$ cat config.mk
export PLATFORM = sky130hd
export DESIGN_NAME = vce_frame_capture
export DESIGN_NICKNAME = d
export VERILOG_FILES = /design/src/rtl/vce_frame_capture.sv
export SDC_FILE = /design/constraint.sdc
export NUM_CORES = 1
export LEC_CHECK = 0
export ABC_AREA = 1
export BUFFER_PORTS_ARGS = -buffer_cell sky130_fd_sc_hd__buf_2
export CORE_ASPECT_RATIO = 1.1
export CORE_UTILIZATION = 40
export DETAILED_ROUTE_END_ITERATION = 7
export SETUP_SLACK_MARGIN = 0.15
export SYNTH_ARGS = -nofsm -noshare
export SYNTH_HDL_FRONTEND = slang
export SYNTH_SLANG_ARGS = --single-unit
$ cat constraint.sdc
create_clock -name clock -period 5.95 [get_ports clock]
set_clock_uncertainty 0.05 [all_clocks]
set_input_delay 0.595 -clock clock [delete_from_list [all_inputs] [get_ports clock]]
set_output_delay 0.595 -clock clock [all_outputs]
set_load 0.1 [all_outputs]
$ cat src/rtl/vce_frame_capture.sv
// VCE video capture: samples 3:3:3 RGB and sync on pixel enables, tracks raster
// position and queues active-window pixels as linear framebuffer writes.
module vce_frame_capture #(
   parameter int H_SKIP     = 40,
   parameter int H_ACTIVE   = 256,
   parameter int V_SKIP     = 14,
   parameter int V_ACTIVE   = 240,
   parameter int FIFO_DEPTH = 8,
   parameter int ADDR_W     = 17
) (
   input  logic              clock,
   input  logic              reset_N,
   input  logic              clock_en,
   input  logic [2:0]        VIDEO_R,
   input  logic [2:0]        VIDEO_G,
   input  logic [2:0]        VIDEO_B,
   input  logic              HSYNC_n,
   input  logic              VSYNC_n,
   output logic [ADDR_W-1:0] fb_addr,
   output logic [8:0]        fb_data,
   output logic              fb_valid,
   input  logic              fb_ready,
   output logic              frame_done,
   output logic              overflow,
   output logic              locked
);
   localparam int PTR_W = (FIFO_DEPTH > 1) ? $clog2(FIFO_DEPTH) : 1;
   localparam int CNT_W = PTR_W + 1;
   localparam logic [CNT_W-1:0] DEPTH_C = CNT_W'(FIFO_DEPTH);

   typedef enum logic {WAIT_VSYNC = 1'b0, ACTIVE = 1'b1} state_t;

   state_t            state_q, state_d;
   logic              hs_prev_q, hs_prev_d;
   logic              vs_prev_q, vs_prev_d;
   logic [9:0]        h_cnt_q, h_cnt_d;
   logic [8:0]        v_cnt_q, v_cnt_d;
   logic              frame_done_q, frame_done_d;
   logic              overflow_q, overflow_d;
   logic [PTR_W-1:0]  wr_ptr_q, wr_ptr_d;
   logic [PTR_W-1:0]  rd_ptr_q, rd_ptr_d;
   logic [CNT_W-1:0]  count_q, count_d;
   logic [ADDR_W-1:0] mem_addr_q [FIFO_DEPTH];
   logic [8:0]        mem_data_q [FIFO_DEPTH];

   logic              vs_fall, hs_fall, in_window;
   logic              push_req, push, pop, full;
   logic [ADDR_W-1:0] pix_addr;
   logic [8:0]        pix_data;

   assign fb_valid   = (count_q != '0);
   assign fb_addr    = fb_valid ? mem_addr_q[rd_ptr_q] : '0;
   assign fb_data    = fb_valid ? mem_data_q[rd_ptr_q] : '0;
   assign frame_done = frame_done_q;
   assign overflow   = overflow_q;
   assign locked     = (state_q == ACTIVE);

   always_comb begin
      state_d      = state_q;
      hs_prev_d    = hs_prev_q;
      vs_prev_d    = vs_prev_q;
      h_cnt_d      = h_cnt_q;
      v_cnt_d      = v_cnt_q;
      frame_done_d = 1'b0;
      overflow_d   = overflow_q;
      wr_ptr_d     = wr_ptr_q;
      rd_ptr_d     = rd_ptr_q;
      count_d      = count_q;

      vs_fall   = clock_en && vs_prev_q && !VSYNC_n;
      hs_fall   = clock_en && hs_prev_q && !HSYNC_n;
      in_window = (int'(h_cnt_q) >= H_SKIP) && (int'(h_cnt_q) < H_SKIP + H_ACTIVE) &&
                  (int'(v_cnt_q) >= V_SKIP) && (int'(v_cnt_q) < V_SKIP + V_ACTIVE);
      pix_addr  = (ADDR_W'(v_cnt_q) - ADDR_W'(V_SKIP)) * ADDR_W'(H_ACTIVE) +
                  (ADDR_W'(h_cnt_q) - ADDR_W'(H_SKIP));
      pix_data  = {VIDEO_R, VIDEO_G, VIDEO_B};
      // Window test uses the counters as they stood before this sample's update.
      push_req  = clock_en && !vs_fall && !hs_fall && (state_q == ACTIVE) && in_window;

      if (clock_en) begin
         hs_prev_d = HSYNC_n;
         vs_prev_d = VSYNC_n;
         if (vs_fall) begin
            h_cnt_d      = '0;
            v_cnt_d      = '0;
            frame_done_d = 1'b1;
            state_d      = ACTIVE;
         end else if (hs_fall) begin
            h_cnt_d = '0;
            v_cnt_d = (v_cnt_q == '1) ? v_cnt_q : v_cnt_q + 9'd1;
         end else begin
            h_cnt_d = (h_cnt_q == '1) ? h_cnt_q : h_cnt_q + 10'd1;
         end
      end

      pop  = fb_valid && fb_ready;
      full = (count_q == DEPTH_C);
      // A full FIFO still takes a pixel when the head leaves in the same clock.
      push = push_req && (!full || pop);
      if (push_req && !push) overflow_d = 1'b1;
      if (push) wr_ptr_d = wr_ptr_q + 1'b1;
      if (pop)  rd_ptr_d = rd_ptr_q + 1'b1;
      case ({push, pop})
         2'b10:   count_d = count_q + 1'b1;
         2'b01:   count_d = count_q - 1'b1;
         default: count_d = count_q;
      endcase
   end

   always_ff @(posedge clock) begin
      if (!reset_N) begin
         state_q      <= WAIT_VSYNC;
         hs_prev_q    <= 1'b1;
         vs_prev_q    <= 1'b1;
         h_cnt_q      <= '0;
         v_cnt_q      <= '0;
         frame_done_q <= 1'b0;
         overflow_q   <= 1'b0;
         wr_ptr_q     <= '0;
         rd_ptr_q     <= '0;
         count_q      <= '0;
      end else begin
         state_q      <= state_d;
         hs_prev_q    <= hs_prev_d;
         vs_prev_q    <= vs_prev_d;
         h_cnt_q      <= h_cnt_d;
         v_cnt_q      <= v_cnt_d;
         frame_done_q <= frame_done_d;
         overflow_q   <= overflow_d;
         wr_ptr_q     <= wr_ptr_d;
         rd_ptr_q     <= rd_ptr_d;
         count_q      <= count_d;
      end
   end

   always_ff @(posedge clock) begin
      if (push) begin
         mem_addr_q[wr_ptr_q] <= pix_addr;
         mem_data_q[wr_ptr_q] <= pix_data;
      end
   end

endmodule

### Word level (Yosys, flattened, before mapping)

Memory sizes are Yosys's and may differ from the RTL's. A register that Yosys moved wholly into a read port is not among the register bits.
Index checks and enable logic that the tools add are counted.
Widths: inputs -> output; s select.

* logic and storage cells: 76
* output and inout bits: 30
* bits in writable memories: 208
* memories kept: 2
* input port bits: 15
* register bits: 34

Memory list
* mem_addr_q: depth 8, bits a word 17, read ports 1, clocked after memory_dff 1, write ports 1, RTL line 43 `logic [ADDR_W-1:0] mem_addr_q [FIFO_DEPTH];`
* mem_data_q: depth 8, bits a word 9, read ports 1, clocked after memory_dff 1, write ports 1, RTL line 44 `logic [8:0] mem_data_q [FIFO_DEPTH];`

* muxes and demuxes: 16
* equality and inequality tests: 7
* magnitude comparators: 4
* $add $sub $neg: 9
* reductions and logical operators: 28

Operator list (number)
* $mux 9: 4
* $mux 10: 3
* $add 17x17->17: 1
* $mux 17: 1
* $logic_and 1x1->1: 14
* $mux 3: 4
* $sub 10x6->11 const B: 1
* $add 10x1->10 const B: 1
* $eq 10x10->1 const B: 1
* $ge 10x6->1 const B: 1
* $lt 10x9->1 const B: 1
* $add 9x1->9 const B: 1
* $eq 9x9->1 const B: 1
* $ge 9x4->1 const B: 1
* $lt 9x8->1 const B: 1
* $sub 9x4->9 const B: 1
* $pmux 4 s2: 1
* $add 3x1->3 const B: 2
* $logic_not 1->1: 6
* $reduce_and 2->1: 3
* $add 4x1->4 const B: 1
* $eq 4x4->1 const B: 1
* $reduce_bool 2->1: 2
* $reduce_bool 4->1: 1
* other kinds (8): 10

### Depth between registers and ports, before layout

* word-level depth: 10
* mapped depth: 19
* mapped depth without buffers: 19

### Least setup slack after synthesis

Ideal clock, no wire load.

* kind: reg-to-reg
* start point: reg state_q (netlist: locked)
* end point: mem mem_addr_q[2][0] (enable)
* stages on the path, launching flop included: 8
* setup time: 0.442 ns
* arrival time: 3.607 ns
* period minus slack after synthesis: 4.099 ns
* required time: 5.458 ns
* slack: 1.851 ns
* buffers on the path: 0
* cell sequence: dfxtp_1 > nand2_1 > nor3_2 > nand3_2 > nor2_4 > nand3_2 > or2_4 > nor3_1

* longest elaborated chain between the ends: 5

Ends and longest elaborated chain
* start: declaration: RTL line 33 `state_t state_q, state_d;`
* start signal: assignment: RTL line 123 `state_q <= state_d;`
* $logic_and 1x1->1 (2 in a row): RTL line 78 `push_req = clock_en && !vs_fall && !hs_fall && (state_q == ACTIVE) && in_window;`
* $logic_and 1x1->1: RTL line 99 `push = push_req && (!full || pop);`
* $mux 1: RTL line 137 `if (push) begin`
* $mux 1 (implied by the code): RTL line 138 `mem_addr_q[wr_ptr_q] <= pix_addr;`
* end: declaration: RTL line 43

Every way passes these cells.

==> results <==
- In this run, distinct cell masters in the synthesized netlist total 43.
- The number of antenna violations at the first check in global routing came to 0.
- Along the worst path, the maximum fanout reaches 52.
- The number of gates resized after CTS was 0.
- In this run the cell area of the synthesized design comes to 10500 sq um.
- The switching power total is 2.54 mW.
- The die height is 172 um.
- In the final design database the tool counted 1016 nets.
- STA classifies the critical path endpoint as an output port.
- The max-slew violation total from the final report is 0.
- In this run, synthesis produced a sequential element count of 245.
- The number of buffers on the longest clock path is 3.
- Among all cell types in the netlist, the one instantiated most often is sky130_fd_sc_hd__edfxtp_1.
- Across the VDD grid, the largest voltage drop is 0.424 mV.
- The floorplan has 61 rows.
- The final setup slack of the worst path is 1.88 ns.
- For this design the ratio of total power to cell area is 478 nW/um^2.
- Setup violations remaining at the end of the flow were counted as 0.
- The largest net degree at the start of global routing is 57.
- The post-CTS setup-driven buffer insertion count is 0.
- Setup repair after global routing left no endpoint under its margin.
- During synthesis, Yosys emitted a total of 0 warnings.
- The post-synthesis net count is 975.
- The floorplan die width is 157 um.
- The clock power share is 26.7%.
- The die covers 27000 sq um.
- The largest stage delay on the critical path is 0.66 ns.
- The top cell type by area accounts for 59.3% of the synthesized area.
- The core footprint is 25600 sq um.
- At the pin with the least slew margin, the transition time is 1.07 ns.
- The maximum clock frequency is 246 MHz.
- The hold buffer count at cts is 0.
- The cell family contributing the most delay on the critical path is buffers and inverters.
- The initial utilization of the core area, before any placement, comes to 41.2%.
- In this run, the number of DRC markers left after iteration 0 of detailed routing was 474.
- The sum of routed wire length over all layers is 22600 um.
- In the synthesized netlist, the cells that appear most often are sky130_fd_sc_hd__edfxtp_1 (208), sky130_fd_sc_hd__nor2_1 (197), sky130_fd_sc_hd__o21ai_0 (144), sky130_fd_sc_hd__nand2_1 (57), sky130_fd_sc_hd__inv_1 (51).
- The last weighted congestion value of the routability-driven placer is 0.774.
- Counting every instance in the synthesized netlist gives 938.
- The worst relative slew slack is 28.1%.
- The combinational fraction of design power is 39.3%.
- The first-pass GRT wire length is 36000 um.
- The via total after detailed routing is 6842.
- Counting every sink on the clock net gives 245.
- The cell with the most instances on the worst path is sky130_fd_sc_hd__o21ai_0.
- The number of hold violations in the final report is 0.
- For this run the aggregate overflow at the end of global routing stands at 0.
- The reported leakage power is 4.12 nW.
- The synthesis-to-finish area growth is 13.5%.
- The number of antenna repair diodes is 0.
- The run finished with clean final reports.
- The CTS clock-pin slew for the worst setup and hold paths is 0.06 ns.
- Once detail routing completed, the nets flagged for antenna violations numbered 0.
- The number of maximum-capacitance constraint violations is 0.
- The share of the clock period used by the worst path is 68.3%.
- In this run the worst hold path is classified as in -> reg.
- The number of DRC violations after detailed routing is 0.
- Using the TritonRoute via totals, the vias-per-cell ratio works out to 5.09.
- The cell internal power dissipation is 3.17 mW.
- The arrival time of the worst setup path is 3.42 ns.
- In the final routed layout, each cell accounts on average for 16.9 um.
- Traced cell by cell, the critical path runs through inv_2 > buf_4 > o21ai_0 > o22ai_1 > o21ai_0 > a31oi_1 > buf_2.
- The async set-or-reset flop fraction in the synthesized netlist is 0%.
- The design draws 5.71 mW.
- The insertion delay of the later-clocked pin in the worst-skew pair is 0.53 ns.
- The critical path is of the reg -> out type.
- Across every metal layer, demand over resource in global routing totals 17.3%.
- The number of buffers and inverters on the critical path is 3.
- The share of layout cells above drive strength 1 is 14.0%.
- Once layout is complete, the utilization of the core stands at 46.7%.
- By area the synthesized netlist is led by sky130_fd_sc_hd__edfxtp_1 (59%), sky130_fd_sc_hd__dfxtp_1 (7.0%), sky130_fd_sc_hd__nor2_1 (7.0%).
- The placed wire-length estimate after detailed placement is 12800 um.
- Of the synthesized area, sequential elements account for 66.4%.
- The switching share of power is 44.5%.
- On the critical path, the stage with the largest delay is an instance of sky130_fd_sc_hd__inv_2.
- The most common flop cell mapped by yosys is sky130_fd_sc_hd__edfxtp_1.
- Counting the buffers created by CTS gives 26.
- After routing, the total negative slack on setup checks comes to 0 ns.
- The critical path required time is 5.31 ns.
- The number of flops mapped to enable cells by yosys is 208.
- The count of buffers added on input and output ports is 44.
- The master cell of the clock root buffer is sky130_fd_sc_hd__clkbuf_16.
- For this run, the detailed router's first-pass iteration total came to 5.
- The TritonCTS clock tree is built.
- The sequential group share of total power is 34.0%.
- The pre-CTS setup slack is 2.51 ns.
- The via count of the first global-routing pass came to 6757.
- The sort of element at the start of the critical path is a register.
- The deepest level of the CTS H-tree is 1.
- The cell taking the most area after synthesis is sky130_fd_sc_hd__edfxtp_1.
- The clock period minus final worst setup slack is 4.07 ns.
- Pin placement for this block handled 45 I/O pins.
- The mean instance size in the synthesized netlist is 11.2 sq um.
sequential cells by signal, summed over array words and instances (netlist names), named ones only:
signal and count:
mem_addr_q 136, mem_data_q 72, h_cnt_q 10, v_cnt_q 9, count_q 4, rd_ptr_q 3
wr_ptr_q 3, frame_done 1, hs_prev_q 1, locked 1, overflow 1, vs_prev_q 1
layer usage:
metal | up-vias | global-route usage (%) | routed length, um
li1 | 3405 | - | -
met1 | 3234 | 22.9 | 10400
met2 | 152 | 29.5 | 10700
met3 | 51 | 2.08 | 964
met4 | 0 | 5.67 | 610
met5 | - | 0 | 0
final timing paths:
| kind | start | end | slack [ns] | cells after the start |
|---|---|---|---|---|
| max | register | fb_addr[6] | 1.88 | 7 |
| min | VSYNC_n | vs_prev_q$_SDFFE_PN1P_ | 0.28 | 3 |
| max reg2reg | h_cnt_q[3]$_SDFFE_PN0P_ | mem_addr_q[2][14]$_DFFE_PP_ | 2.70 | 13 |
| min reg2reg | rd_ptr_q[2]$_SDFFE_PN0P_ | rd_ptr_q[2]$_SDFFE_PN0P_ | 0.42 | 2 |
power groups by stage:
stage               Sequential (mW)  Clock (mW)  Combinational (mW)
floorplan                      1.94           0                1.87
global placement               1.98           0                2.24
detailed placement             1.98           0                2.25
CTS                            1.94        1.56                2.26
global route                   1.95        1.62                2.39
finish                         1.94        1.52                2.24
layout by cell type, fill, tap and decap left out, drive strengths merged, types with 20 or more instances in the layout:
cell and n:
dfxtp 37, ha 20, edfxtp 208, a21oi 28
nand2 66, nor2 207, clkbuf 28, a31oi 28
o22ai 26, o21ai 147, inv 54, buf 59
area by class of cell:
type	count	area (sq um)
Sequential cell	245	6990
Clock inverter	18	150
Timing Repair Buffer	59	333
Multi-Input combinational cell	591	3170
Fill cell	2323	13600
Clock buffer	28	658
Tap cell	346	433
Inverter	56	210
worst register-to-register path: cells and delay by family (launching register included):
kind	cells	cell delay, ns
buffers and inverters	2	0.27
and+or+nand+nor	4	0.28
xor gates and xnor gates	1	0.50
DFF	1	0.38
adders and majority gates	2	0.70
AOI/OAI and AO/OA	4	0.79
stage by stage:
step           hold slack, ns  cell area, sq um  instances
5_1_grt                 0.273             11900       1343
3_5_place_dp            0.403             11100       1297
3_3_place_gp            0.395             11100       1297
6_report                0.277             11900       1343
4_1_cts                 0.260             11900       1343
2_1_floorplan           0.383             10500        938
cells by family (layout without fill, tap and decap cells):
| family | count (synthesis) | after routing | synth area share [%] |
|---|---|---|---|
| adder cells (fa/ha/maj) | 22 | 22 | 2.76 |
| flip-flops | 245 | 245 | 66.4 |
| AO/OA/AOI/OAI | 240 | 240 | 12.5 |
| XOR/XNOR | 20 | 20 | 1.66 |
| AND/OR/NAND/NOR | 309 | 309 | 12.8 |
| buffers and inverters | 102 | 161 | 3.91 |
(Power assumes the default switching activity.)
